==> src/rtl/if_prefetch_queue_if.sv <==
// Signal bundle for if_prefetch_queue: imem request/response channel, EX redirect and decode handoff.
// Handshakes: a fetch transfers on imem_req&imem_gnt; imem_rvalid returns responses in request
// order; a decode transfer happens on IF_ID_valid&id_ready; no valid waits on its own ready.
interface if_prefetch_queue_if #(
  parameter int XLEN  = 32,
  parameter int DEPTH = 4
);
  localparam int CW = $clog2(DEPTH + 1);

  logic            imem_req;
  logic [XLEN-1:0] imem_addr;
  logic            imem_gnt;
  logic            imem_rvalid;
  logic [31:0]     imem_rdata;
  logic            PCSrcE;
  logic [XLEN-1:0] PCTarget;
  logic            id_ready;
  logic            IF_ID_valid;
  logic [31:0]     IF_ID_IR;
  logic [XLEN-1:0] IF_ID_PC;
  logic [CW-1:0]   queue_count;

  modport master (
    output imem_req, imem_addr, IF_ID_valid, IF_ID_IR, IF_ID_PC, queue_count,
    input  imem_gnt, imem_rvalid, imem_rdata, PCSrcE, PCTarget, id_ready
  );

  modport slave (
    input  imem_req, imem_addr, IF_ID_valid, IF_ID_IR, IF_ID_PC, queue_count,
    output imem_gnt, imem_rvalid, imem_rdata, PCSrcE, PCTarget, id_ready
  );
endinterface

==> src/rtl/if_prefetch_queue.sv <==
// Instruction-fetch front end: pipelined imem requests, DEPTH-entry {PC,IR} queue, redirect flush.
// Optional `IF_PERF_CNT_EN adds saturating redirect/stall counters.
module if_prefetch_queue #(
  parameter int              XLEN            = 32,
  parameter int              DEPTH           = 4,
  parameter int              MAX_OUTSTANDING = 2,
  parameter logic [XLEN-1:0] RESET_PC        = '0
) (
  input  logic                clk,
  input  logic                rst,
  if_prefetch_queue_if.master bus,
  output logic                dbg_state_o
`ifdef IF_PERF_CNT_EN
  ,
  output logic [31:0]         perf_flush_cnt,
  output logic [31:0]         perf_stall_cnt
`endif
);

  localparam int CW = $clog2(DEPTH + 1);
  localparam int AW = $clog2(DEPTH);
  localparam int SW = CW + 1;

  typedef enum logic {RUN = 1'b0, FLUSH = 1'b1} state_e;

  state_e          state_q, state_d;
  logic [CW-1:0]   discard_q, discard_d;
  logic [SW-1:0]   drop_total;

  logic [XLEN-1:0] fetch_pc_q;
  logic [XLEN-1:0] q_pc [DEPTH];
  logic [31:0]     q_ir [DEPTH];
  logic [AW-1:0]   wr_ptr_q, rd_ptr_q;
  logic [CW-1:0]   count_q;

  logic [XLEN-1:0] fl_pc [DEPTH];
  logic [AW-1:0]   fl_wr_q, fl_rd_q;
  logic [CW-1:0]   outstanding_q;

  logic            redirect, req, valid, grant, push, pop;
  logic [SW-1:0]   reserved;

  assign redirect = bus.PCSrcE;
  assign reserved = SW'(count_q) + SW'(outstanding_q);
  assign grant    = req & bus.imem_gnt;
  // A response is kept only in RUN with a live request behind it; everything else is dropped.
  assign push     = bus.imem_rvalid && !redirect && (state_q == RUN) && (outstanding_q != '0);
  assign pop      = valid & bus.id_ready;

  // FSM: state register
  always_ff @(posedge clk or negedge rst) begin
    if (!rst) begin
      state_q   <= RUN;
      discard_q <= '0;
    end else begin
      state_q   <= state_d;
      discard_q <= discard_d;
    end
  end

  // FSM: next state and discard bookkeeping
  always_comb begin
    state_d    = state_q;
    discard_d  = discard_q;
    drop_total = SW'(outstanding_q) + SW'(discard_q);
    if (redirect) begin
      if (bus.imem_rvalid && (drop_total != '0)) drop_total = drop_total - SW'(1);
      discard_d = CW'(drop_total);
      state_d   = (drop_total != '0) ? FLUSH : RUN;
    end else if ((state_q == FLUSH) && bus.imem_rvalid && (discard_q != '0)) begin
      discard_d = discard_q - CW'(1);
      if (discard_q == CW'(1)) state_d = RUN;
    end
  end

  // FSM: outputs; the space check reserves a queue slot for every request in flight
  always_comb begin
    req   = 1'b0;
    valid = 1'b0;
    case (state_q)
      RUN:     req = rst && !redirect && (outstanding_q < CW'(MAX_OUTSTANDING))
                     && (reserved < SW'(DEPTH));
      default: req = 1'b0;
    endcase
    valid = (count_q != '0) && !redirect;
  end

  always_ff @(posedge clk or negedge rst) begin
    if (!rst) begin
      fetch_pc_q    <= RESET_PC;
      wr_ptr_q      <= '0;
      rd_ptr_q      <= '0;
      count_q       <= '0;
      fl_wr_q       <= '0;
      fl_rd_q       <= '0;
      outstanding_q <= '0;
      for (int i = 0; i < DEPTH; i++) begin
        q_pc[i]  <= '0;
        q_ir[i]  <= '0;
        fl_pc[i] <= '0;
      end
    end else if (redirect) begin
      fetch_pc_q    <= {bus.PCTarget[XLEN-1:2], 2'b00};
      wr_ptr_q      <= '0;
      rd_ptr_q      <= '0;
      count_q       <= '0;
      fl_wr_q       <= '0;
      fl_rd_q       <= '0;
      outstanding_q <= '0;
    end else begin
      if (grant) begin
        fetch_pc_q     <= fetch_pc_q + XLEN'(4);
        fl_pc[fl_wr_q] <= fetch_pc_q;
        fl_wr_q        <= fl_wr_q + AW'(1);
      end
      if (push) begin
        q_pc[wr_ptr_q] <= fl_pc[fl_rd_q];
        q_ir[wr_ptr_q] <= bus.imem_rdata;
        wr_ptr_q       <= wr_ptr_q + AW'(1);
        fl_rd_q        <= fl_rd_q + AW'(1);
      end
      if (pop) rd_ptr_q <= rd_ptr_q + AW'(1);
      case ({push, pop})
        2'b10:   count_q <= count_q + CW'(1);
        2'b01:   count_q <= count_q - CW'(1);
        default: count_q <= count_q;
      endcase
      case ({grant, push})
        2'b10:   outstanding_q <= outstanding_q + CW'(1);
        2'b01:   outstanding_q <= outstanding_q - CW'(1);
        default: outstanding_q <= outstanding_q;
      endcase
    end
  end

  assign bus.imem_req    = req;
  assign bus.imem_addr   = fetch_pc_q;
  assign bus.IF_ID_valid = valid;
  assign bus.IF_ID_IR    = q_ir[rd_ptr_q];
  assign bus.IF_ID_PC    = q_pc[rd_ptr_q];
  assign bus.queue_count = count_q;
  assign dbg_state_o     = state_q;

`ifdef IF_PERF_CNT_EN
  logic [31:0] flush_cnt_q, stall_cnt_q;

  always_ff @(posedge clk or negedge rst) begin
    if (!rst) begin
      flush_cnt_q <= '0;
      stall_cnt_q <= '0;
    end else begin
      if (redirect && (flush_cnt_q != '1)) flush_cnt_q <= flush_cnt_q + 32'd1;
      if (valid && !bus.id_ready && (stall_cnt_q != '1)) stall_cnt_q <= stall_cnt_q + 32'd1;
    end
  end

  assign perf_flush_cnt = flush_cnt_q;
  assign perf_stall_cnt = stall_cnt_q;
`endif

  // A response with nothing requested and nothing pending to discard is a memory protocol error.
  a_orphan_rvalid: assert property (@(posedge clk) disable iff (!rst)
    bus.imem_rvalid |-> ((outstanding_q != '0) || (discard_q != '0)));

endmodule
==> src/flat_wrapper.sv <==
// flat-port wrapper written by rule: the top's interface ports become plain ports
module if_prefetch_queue_flat 
#(
  parameter int              XLEN            = 32,
  parameter int              DEPTH           = 4,
  parameter int              MAX_OUTSTANDING = 2,
  parameter logic [XLEN-1:0] RESET_PC        = '0
)
  (clk, rst, dbg_state_o, bus_imem_req, bus_imem_addr, bus_IF_ID_valid, bus_IF_ID_IR, bus_IF_ID_PC, bus_queue_count, bus_imem_gnt, bus_imem_rvalid, bus_imem_rdata, bus_PCSrcE, bus_PCTarget, bus_id_ready);
  if_prefetch_queue_if #(.XLEN(XLEN), .DEPTH(DEPTH)) bus_i ();
  input  logic clk;
  input  logic rst;
  output logic dbg_state_o;
  output wire logic [$bits(bus_i.imem_req)-1:0] bus_imem_req;
  output wire logic [$bits(bus_i.imem_addr)-1:0] bus_imem_addr;
  output wire logic [$bits(bus_i.IF_ID_valid)-1:0] bus_IF_ID_valid;
  output wire logic [$bits(bus_i.IF_ID_IR)-1:0] bus_IF_ID_IR;
  output wire logic [$bits(bus_i.IF_ID_PC)-1:0] bus_IF_ID_PC;
  output wire logic [$bits(bus_i.queue_count)-1:0] bus_queue_count;
  input wire logic [$bits(bus_i.imem_gnt)-1:0] bus_imem_gnt;
  input wire logic [$bits(bus_i.imem_rvalid)-1:0] bus_imem_rvalid;
  input wire logic [$bits(bus_i.imem_rdata)-1:0] bus_imem_rdata;
  input wire logic [$bits(bus_i.PCSrcE)-1:0] bus_PCSrcE;
  input wire logic [$bits(bus_i.PCTarget)-1:0] bus_PCTarget;
  input wire logic [$bits(bus_i.id_ready)-1:0] bus_id_ready;
  assign bus_imem_req = bus_i.imem_req;
  assign bus_imem_addr = bus_i.imem_addr;
  assign bus_IF_ID_valid = bus_i.IF_ID_valid;
  assign bus_IF_ID_IR = bus_i.IF_ID_IR;
  assign bus_IF_ID_PC = bus_i.IF_ID_PC;
  assign bus_queue_count = bus_i.queue_count;
  assign bus_i.imem_gnt = bus_imem_gnt;
  assign bus_i.imem_rvalid = bus_imem_rvalid;
  assign bus_i.imem_rdata = bus_imem_rdata;
  assign bus_i.PCSrcE = bus_PCSrcE;
  assign bus_i.PCTarget = bus_PCTarget;
  assign bus_i.id_ready = bus_id_ready;
  if_prefetch_queue #(.XLEN(XLEN), .DEPTH(DEPTH), .MAX_OUTSTANDING(MAX_OUTSTANDING), .RESET_PC(RESET_PC)) u_core (.clk(clk), .rst(rst), .bus(bus_i), .dbg_state_o(dbg_state_o));
endmodule
==> config.mk <==
export PLATFORM = sky130hd
export DESIGN_NAME = if_prefetch_queue_flat
export DESIGN_NICKNAME = d
export VERILOG_FILES = /design/src/rtl/if_prefetch_queue_if.sv /design/src/rtl/if_prefetch_queue.sv /design/src/flat_wrapper.sv
export SDC_FILE = /design/constraint.sdc
export NUM_CORES = 1
export LEC_CHECK = 0
export BUFFER_PORTS_ARGS = -buffer_cell sky130_fd_sc_hd__buf_2
export CAP_MARGIN = 20
export CORE_MARGIN = 3
export CORE_UTILIZATION = 25
export DETAILED_ROUTE_END_ITERATION = 8
export GPL_ROUTABILITY_DRIVEN = 0
export SLEW_MARGIN = 20
export SYNTH_ARGS = -nofsm -noshare
export SYNTH_HDL_FRONTEND = slang
export SYNTH_SLANG_ARGS = --single-unit
==> constraint.sdc <==
create_clock -name clk -period 4.1 [get_ports clk]
set_clock_uncertainty 0.15 [all_clocks]
set_input_delay 0 -clock clk [delete_from_list [all_inputs] [get_ports clk]]
set_output_delay 0 -clock clk [all_outputs]
set_load 0.02 [all_outputs]
* Word-level counts from Yosys, hierarchy flattened
Index checks and enable logic that the tools add are counted.
Widths: inputs -> output; s select.
** Word-level totals
- Input bits :: 70
- Flip-flop bits (word level) :: 434
- Output and inout bits :: 102
- Word-level logic and storage cells :: 122
** Cells by class
- Eq/ne operators :: 5
- Order comparisons :: 8
- Bitwise gates (word level) :: 8
- Muxes and demuxes :: 39
- Add/subtract/negate cells :: 13
- Reduce and logical (&&, ||, !) cells :: 28
** Operator list (number)
- $bwmux 128 :: 3
- $mux 32 :: 10
- $bmux 32 s2 :: 3
- $demux 32 s2 :: 2
- $add 32x3->32 const B :: 1
- $mux 2 :: 8
- $reduce_bool 3->1 :: 5
- $ge 3x3->1 const B :: 4
- $logic_and 1x1->1 :: 12
- $mux 3 :: 4
- $not 2->3 :: 4
- $pmux 3 s2 :: 2
- $reduce_bool 2->1 :: 5
- $sub 3x1->3 const B :: 3
- $add 2x1->2 const B :: 4
- $add 3x3->4 :: 2
- $mux 4 :: 2
- $reduce_bool 4->1 :: 2
- $add 3x1->3 const B :: 2
- $lt 3x1->1 const B :: 2
- $reduce_and 2->1 :: 3
- $mux 1 :: 5
- $eq 2x1->1 const B :: 2
- $eq 2x2->1 const B :: 2
- other kinds (7) :: 9

* Depth between registers and ports, before layout
Gate-level depths: netlist (run 1).
- Word-level depth :: 9
- Gate-level depth with buffers :: 11
- Gate-level depth less buffers :: 9

* Worst setup path after synthesis (run 1)
OpenSTA, ideal clock, no wires.
- Kind :: register to register
- From :: register u_core.count_q[2] (netlist: u_core.bus.queue_count[2])
- To :: register u_core.outstanding_q[2]
- Path buffers :: 3
- Data arrival time :: 2.972 ns
- Period minus slack after synthesis :: 3.201 ns
- Setup slack :: 0.899 ns
- Data required time :: 3.872 ns
- Stages on the path, launching flop included :: 12
- Library setup time :: 0.078 ns
- Cell sequence :: dfrtp_1 ha_1 nor4b_1 and4_1 buf_4 buf_4 buf_4 nor2_1 fa_1 or3_1 a21o_1 a21oi_1
** On the way
- Longest elaborated chain between the ends :: 8
- Elaborated cells on any way between the ends :: 10
- Those cells by class :: add/sub (1); order compare (1); eq/ne (2); mux (3); bitwise (1); reduce/logical (2)
** Ends and longest elaborated chain
- start, declared :: RTL line if_prefetch_queue.sv:34 : logic [CW-1:0] count_q;
- start signal, assigned :: RTL line if_prefetch_queue.sv:124 : 2'b10: count_q <= count_q + CW'(1);
- start signal, assigned :: RTL line if_prefetch_queue.sv:125 : 2'b01: count_q <= count_q - CW'(1);
- start signal, assigned :: RTL line if_prefetch_queue.sv:126 : default: count_q <= count_q;
- $add 3x3->4 (*) :: RTL line if_prefetch_queue.sv:44 : assign reserved = SW'(count_q) + SW'(outstanding_q);
- $lt 4x3->1 (*) :: RTL line if_prefetch_queue.sv:82 : && (reserved < SW'(DEPTH));
- $logic_and 1x1->1 (*) :: RTL line if_prefetch_queue.sv:82
- $mux 1 (*) :: RTL line if_prefetch_queue.sv:80 : case (state_q)
- $and 1x1->1 (*) :: RTL line if_prefetch_queue.sv:45 : assign grant = req & bus.imem_gnt;
- $eq 2x1->1 or $eq 2x2->1 (tied branches) :: RTL line if_prefetch_queue.sv:128 : case ({grant, push})
- $pmux 3 s2 :: RTL line if_prefetch_queue.sv:128
- $mux 3 :: RTL line if_prefetch_queue.sv:102 : end else if (redirect) begin
- end signal, assigned :: RTL line if_prefetch_queue.sv:129 : 2'b10: outstanding_q <= outstanding_q + CW'(1);
- end signal, assigned :: RTL line if_prefetch_queue.sv:130 : 2'b01: outstanding_q <= outstanding_q - CW'(1);
- end signal, assigned :: RTL line if_prefetch_queue.sv:131 : default: outstanding_q <= outstanding_q;
- end, declared :: RTL line if_prefetch_queue.sv:38 : logic [CW-1:0] outstanding_q;
Every way passes the cells marked *; elsewhere a longest branch is shown, timed or not.
A chain may end at the register's enable or synchronous reset.

* Final worst setup path (run 1)
- From :: register u_core.count_q[2] (netlist: u_core.bus.queue_count[2])
- To :: register u_core.fetch_pc_q[21] (netlist: u_core.bus.imem_addr[21])
** On the way
- Longest elaborated chain between the ends :: 6
** Ends and longest elaborated chain
- $add 3x3->4 :: RTL line if_prefetch_queue.sv:44
- $lt 4x3->1 :: RTL line if_prefetch_queue.sv:82
- $logic_and 1x1->1 :: RTL line if_prefetch_queue.sv:82
- $mux 1 :: RTL line if_prefetch_queue.sv:80
- $and 1x1->1 :: RTL line if_prefetch_queue.sv:45
- $reduce_bool 2->1 (no source line)
- end signal, assigned :: RTL line if_prefetch_queue.sv:103 : fetch_pc_q <= {bus.PCTarget[XLEN-1:2], 2'b00};
- end signal, assigned :: RTL line if_prefetch_queue.sv:112 : fetch_pc_q <= fetch_pc_q + XLEN'(4);
- end, declared :: RTL line if_prefetch_queue.sv:30 : logic [XLEN-1:0] fetch_pc_q;
No other way between the ends.

==> impl_results.md, run 1 <==
- DIE AREA: 78,810 sq um
- CTS tree: built
- CP max FO: 26
- Area of the multi-input gates: 7998 sq um
- Final setup viols: 0
- Final setup TNS: 0 ns
- GR Util met1: 16.02%
- Share of cells above drive strength 1: 46.77%
- CTS clk-pin slew, worst paths: 0.06 ns
- Routed WL: about 47 mm
- Synthesized area per cell: 15.04 sq um
- Unrepaired setup endpoints after global routing: false
- IO buf count: 165
- H-tree depth: 2
- Switch Pwr: 3354 uW
- Max VDD drop: 293.4 uV
- Worst Setup End Kind: flop
- Post-DP HPWL: around 30 mm
- WS Path Type: reg -> reg
- Area contributors post-synth: dfrtp_1, mux2_2, mux4_2
- Drt drc: 0
- Switch share: about 28%
- Worst Hold Class: in -> reg
- Final WS setup: 0.6125 ns
- Vias in the first global route: 12,733
- Clk sinks: 416
- First-pass detailed-route iteration total: 5
- Max Cap Violations: 0
- Post-synthesis mux area share: 32.80%
- Starting DRT DRC Count: 503
- Root buf cell: clkbuf_16
- Pre-CTS WS: around 0.99 ns
- Layout area overhead: 25.81%
- Initial antenna violation count: 3
- Reg area: around 10,000 sq um
- Xor and xnor area share after synthesis: 0.8819%
- Main synth FF type: dfrtp_1
- Synth warnings: 0
- Tcrit/Tclk final: 85.06%
- Post-CTS Setup Bufs: 0
- Worst EP required: about 4.4 ns
- Total CTS buffers: a little under 50
- Slew at the pin closest to its max-slew limit: 1.109 ns
- Yosys top cell area share: 55.17%
- Grt total ovfl: 0
- WP data arrival: 3.80 ns
- Number of synthesized flops with an enable pin: 0
- Outcome: finished clean
- Wirelength per Cell: 18.59 microns
- Final Max Tran Viols: 0
- Fmax: 286.7 MHz
- Met3 usage: approximately 2.3%
- Hold WS: 0.03636 ns
- # fillers: 7,309
- ANT nets after route: 0
- Slew margin rel.: 26.06%
- Crit start category: flop
- PwrDens: 507.5 nW/um^2
- CORE AREA: 74,570 sq um
- Gr usage total: 12.02%
- Synth Register Bits: roughly 420
- Post-synthesis cell type count: 53
- Power Internal: 8695 uW
- Final min period: 3.487 ns
- Cells after synthesis: 1,255
- Largest family of logic cells by synthesized area: multiplexers
- CTS Buffer Depth: 3
- DR vias: around 12,000
- Most Crowded Layer GR: met2
- Register area share after synthesis: approximately 55%
- # IOs: 172
- Tot Pwr: between 10,000 and 15,000 uW
- M2 GR Usage: 20.11%
- Power share of the combinational group: roughly 20%
- Async SR Flop Fraction: 100.0%
- Final #Nets: 1,621
- Netlist area before placement: 18,870 sq um
- Final Hold Fails: 0
- Seq pwr share: 40.9%
- Synthesized-area fraction occupied by adder cells: 1.512%
- First-pass GRT wire length: 74.33 mm
- Pleak: 0.01124 uW
- Via density: 4.653
- Leading area contributor after synthesis: dfrtp_1
- Largest net degree at the start of global routing: 78
- Clock power frac: 39.0%
- Clk Latency, worst-skew pair: 0.59 ns
- Post-synthesis compound-gate area fraction: 3.057%
- Die height: 280.7 microns
- Num rows: 100
- Die Wd: between 200 and 300 microns
- Synth Area in Simple Gates: 3.899%
- Initial core utilization: 25.30%
## logic make-up (layout without fill, tap and decap cells)
group | Yosys count | count (layout)
other | 1 | 9
multiplexers | 458 | 458
flip-flops | 416 | 416
buffers and inverters | 108 | 415
AO/OA/AOI/OAI | 86 | 86
adder cells (fa/ha/maj) | 21 | 21
XOR/XNOR | 19 | 19
AND/OR/NAND/NOR | 146 | 146
## metal layers
layer  vias up  wire [microns]
met4         0             993
met5         -               0
met1      6279           21680
met3        70            1894
met2       244           22630
li1       5220               -
## critical path: stages, from the launching register on
cell           delay [ns]
dfrtp_1              0.47
ha_1                 0.33
nor4b_1              0.43
and4_1               0.29
buf_4                0.31
nand3_1              0.42
mux2i_1              0.28
o211ai_1             0.09
dlygate4sd3_1        0.58
## what timing repair did
| action | 4_1_cts | 5_1_grt |
|---|---|---|
| hold buffers | 122 | 0 |
| endpoints found under the hold margin | 391 | 0 |
| gates resized for setup | 0 | 0 |
## cells in the final DEF (no fill, tap or decap), types with 7 or more instances in the layout
| cell | Yosys | final |
|---|---|---|
| xnor2_1 | 10 | 10 |
| dfrtp_1 | 416 | 412 |
| nor2_1 | 17 | 17 |
| nand3_1 | 19 | 19 |
| a21oi_1 | 7 | 7 |
| mux2_2 | 355 | 355 |
| dlygate4sd3_1 | 0 | 121 |
| o211ai_1 | 15 | 15 |
| buf_4 | 8 | 23 |
| clkbuf_1 | 25 | 9 |
| bufinv_16 | 0 | 10 |
| clkinv_2 | 0 | 8 |
| ha_1 | 18 | 18 |
| o21ai_0 | 33 | 33 |
| inv_1 | 17 | 17 |
| clkbuf_16 | 0 | 50 |
| nor3_1 | 9 | 9 |
| nand2_1 | 59 | 55 |
| o311ai_0 | 7 | 7 |
| mux2_1 | 7 | 7 |
| buf_2 | 50 | 164 |
| mux4_2 | 92 | 92 |
| xor2_1 | 9 | 9 |
| nand4_1 | 13 | 13 |
## layout make-up
class | instances | area share, %
antenna | 5 | 0.05270
clock buffer | 64 | 5.703
clock inverter | 22 | 1.655
inverter | 17 | 0.2688
multi-input combinational | 734 | 33.69
sequential | 416 | 43.89
tap | 969 | 5.107
timing repair buffer | 312 | 9.634
## state kept, by name, indices dropped and copies added (netlist names), 3 cells and up
| name | count |
|---|---|
| u_core.outstanding_q | 3 |
| u_core.q_ir | 128 |
| u_core.bus.queue_count | 3 |
| u_core.bus.imem_addr | 30 |
| u_core.discard_q | 3 |
| u_core.fl_pc | 120 |
| u_core.q_pc | 120 |
## power by group through the flow
stage                     clock (uW)  combinational [uW]  sequential (uW)
after global routing            5030                2630             5000
after global placement             0                2280             4960
after detailed placement           0                2350             5010
final                           4700                2410             4930
after CTS                       4870                2460             4940
after floorplan                    0                1560             4890
## cell usage after synthesis (15+ instances only)
| library cell | instances |
|---|---|
| dfrtp_1 | 416 |
| mux2_2 | 355 |
| mux4_2 | 92 |
| nand2_1 | 59 |
| buf_2 | 50 |
| o21ai_0 | 33 |
| clkbuf_1 | 25 |
| nand3_1 | 19 |
| ha_1 | 18 |
| inv_1 | 17 |
| nor2_1 | 17 |
| o211ai_1 | 15 |
## final timing paths
kind | slack [ns] | from | endpoint | cells past startpoint
setup reg to reg | 0.61 | u_core.bus.queue_count[2]$_DFFE_PN0P_ | u_core.bus.imem_addr[21]$_DFFE_PN0N_ | 8
min in group asynchronous | 0.41 | rst | u_core.q_ir[120]$_DFFE_PN0P_ | 4
hold / removal | 0.04 | bus_PCTarget[15] | u_core.bus.imem_addr[15]$_DFFE_PN0N_ | 3
max in group asynchronous | 1.53 | rst | u_core.rd_ptr_q[0]$_DFFE_PN0P_ | 5
hold reg to reg | 0.33 | u_core.fl_pc[80]$_DFFE_PN0P_ | u_core.fl_pc[80]$_DFFE_PN0P_ | 2
setup / recovery | 0.61 | u_core.bus.queue_count[2]$_DFFE_PN0P_ | u_core.bus.imem_addr[21]$_DFFE_PN0N_ | 8
## through the flow
stage	std cells	instance area (sq um)	utilization, %
CTS	2533	23700	31.78
global placement	2325	20720	27.79
finish	2539	23740	31.84
detailed placement	2325	20720	27.79
global route	2535	23730	31.82
floorplan	1258	18880	-
(Power assumes the default switching activity.)
==> run 2: changes to the inputs <==
--- a/config.mk
+++ b/config.mk
@@ -12,4 +12,5 @@
 export DETAILED_ROUTE_END_ITERATION = 8
 export GPL_ROUTABILITY_DRIVEN = 0
+export RECOVER_POWER = 25
 export SLEW_MARGIN = 20
 export SYNTH_ARGS = -nofsm -noshare
==> constraint.sdc (replaced) <==
create_clock -name clk -period 4.1 [get_ports clk]
set_clock_uncertainty 0.15 [all_clocks]
set_input_delay 0.205 -clock clk [delete_from_list [all_inputs] [get_ports clk]]
set_output_delay 0.205 -clock clk [all_outputs]
set_load 0.02 [all_outputs]
==> run 2 against run 1 <==
First-iteration DRC count increased by 7.2%. Fmax decreased by 0.42%. Via count decreased by 2.3%. Total power decreased by 0.91%. Sequential share of layout area increased by 0.91 points. Highest routed layer unchanged. Critical endpoint unchanged. Flip-flop and latch count unchanged. Critical path depth unchanged. Critical path type unchanged. Largest cell class unchanged. The run now ends with capacitance limit, slew limit left. Worst hold slack improved by 0.038 ns.
==> impl_results.md, run 2 (synthesis gave the netlist of run 1 again) <==
- Gr usage total: 11.97%
- Drt drc: 0
- CTS Buffer Depth: 3
- Clock power frac: 38.9%
- # IOs: 172
- Worst Hold Class: in -> reg
- Top Family by Delay on Critical Path: simple AND/OR/NAND/NOR gates
- Outcome: finished with violations
- Share of cells above drive strength 1: 47.64%
- Max Cap Violations: 2
- Wirelength per Cell: 18.75 microns
- Via density: 4.628
- Final Hold Fails: 0
- Power Internal: ~8600 uW
- Grt total ovfl: 0
- Final instance area: 23,260 sq um
- Worst EP required: 4.40 ns
- Clk Latency, worst-skew pair: 0.60 ns
- Die height: 280.7 microns
- Most frequent cells in the layout: dfrtp_1, mux2_2, buf_2
- Worst Setup End Kind: flop
- Initial core utilization: 25.30%
- Routed WL: around 47 mm
- Most common cell after layout, fill and taps aside: dfrtp_1
- Num rows: 100
- Tcrit/Tclk final: 85.42%
- WP data arrival: between 3 and 4 ns
- CORE AREA: 74,570 sq um
- Seq pwr share: 41.3%
- Vias in the first global route: 12,642
- ANT nets after route: 0
- Die Wd: between 200 and 300 microns
- WS Path Type: reg -> reg
- Slew at the pin closest to its max-slew limit: roughly 2.1 ns
- Final setup viols: 0
- DIE AREA: 78,810 sq um
- Switch share: 28.28%
- Fmax: 285.5 MHz
- Worst-path cell chain: ha_1, nor4b_1, and4_1, buf_4, nand3_1, mux2i_1, o211ai_1, dlygate4sd3_1
- Unrepaired setup endpoints after global routing: false
- Final setup TNS: 0 ns
- Largest net degree at the start of global routing: 190
- Final core occ: 31.19%
- Total CTS buffers: 48
- R2r setup slk: 0.60 ns
- PostCTS Resize Cnt: 0
- First-pass detailed-route iteration total: 4
- CTS clk-pin slew, worst paths: 0.06 ns
- CP max-delay cell: dlygate4sd3_1
- Critical path's largest stage delay: 0.57 ns
- Switch Pwr: 3376 uW
- IO buf count: between 150 and 200
- Clk sinks: about 420
- CTS tree: built
- Pleak: 0.01103 uW
- Top reg by flops: u_core.q_ir
- First-pass GRT wire length: 73.69 mm
- Dpl cell area: 20,720 sq um
- Crit start category: flop
- # fillers: 7,413
- Max FFs per register: about 130
- Biggest regs: u_core.q_ir (128), u_core.fl_pc (120), u_core.q_pc (120)
- Layout area overhead: 23.25%
- Max VDD drop: roughly 380 uV
- CP max FO: 26
- Failing checks: capacitance limit, slew limit
- Power share of the combinational group: 19.8%
- Initial antenna violation count: 1
- Slew margin rel.: -36.89%
- Root buf cell: clkbuf_16
- PwrDens: between 500 and 600 nW/um^2
- Worst path bufs/invs: 2
- Final Max Tran Viols: between 200 and 250
- Tot Pwr: 11,940 uW
- DR vias: 11,537
- Final min period: 3.502 ns
- Ant diodes: 0
- Final #Nets: 1,575
- H-tree depth: 2
- Post-DP HPWL: 29.44 mm
- Starting DRT DRC Count: 539
run 2: final cells by class:
| type | count | area, sq um | area share (%) |
|---|---|---|---|
| Tap cell | 969 | 1212 | 5.213 |
| Inverter | 17 | 63.81 | 0.2744 |
| Multi-Input combinational cell | 734 | 7998 | 34.39 |
| Clock buffer | 68 | 1376 | 5.918 |
| Clock inverter | 22 | 361.6 | 1.555 |
| Timing Repair Buffer | 267 | 1826 | 7.849 |
| Sequential cell | 416 | 10420 | 44.80 |
run 2: power by group through the flow:
stage / combinational, uW / sequential, uW / clock (uW)
floorplan: 1560 / 4890 / 0
global placement: 2280 / 4950 / 0
detailed placement: 2350 / 5000 / 0
CTS: 2420 / 4930 / 4820
global route: 2600 / 4990 / 4990
finish: 2370 / 4930 / 4640
run 2: worst register-to-register path, delay by kind of cell (launching register included):
family / cells / cell delay, ns
flops: 1 / 0.47
mux: 1 / 0.30
fa+ha+maj: 1 / 0.31
simple gates: 3 / 1.16
compound gates: 1 / 0.10
buf+inv: 2 / 0.88
run 2: final timing paths:
kind,start,endpoint,cells past startpoint
min in group asynchronous,rst,u_core.q_pc[34]$_DFFE_PN0P_,3
min reg2reg,u_core.fl_pc[48]$_DFFE_PN0P_,u_core.fl_pc[48]$_DFFE_PN0P_,2
max,u_core.outstanding_q[2]$_DFFE_PN0P_,u_core.bus.imem_addr[21]$_DFFE_PN0N_,8
min,bus_PCSrcE,u_core.bus.imem_addr[19]$_DFFE_PN0N_,3
max in group asynchronous,rst,u_core.fl_pc[54]$_DFFE_PN0P_,5
max reg2reg,u_core.outstanding_q[2]$_DFFE_PN0P_,u_core.bus.imem_addr[21]$_DFFE_PN0N_,8
run 2: repair_timing:
action                                 in CTS  in global routing
endpoints found under the hold margin     391                  0
buffers inserted                            0                  0
hold buffers                               81                  0
run 2: through the flow:
stage / hold slack [ns] / setup WS, ns / cells
6_report: 0.07437 / 0.5979 / 2493
4_1_cts: 0.02236 / 0.6438 / 2492
3_5_place_dp: -0.05604 / 1.013 / 2321
5_1_grt: 0.07433 / 0.3986 / 2493
2_1_floorplan: -0.2406 / 0.8994 / 1258
3_3_place_gp: -0.06089 / 1.037 / 2321
run 2: per-layer routing:
metal  routed length, microns  track usage (%)  vias up
li1                         -                -     5117
met1                    21210            15.83     6118
met2                    22540            19.99      228
met3                     1848            2.318       74
met4                     1149            3.443        0
met5                        0                0        -
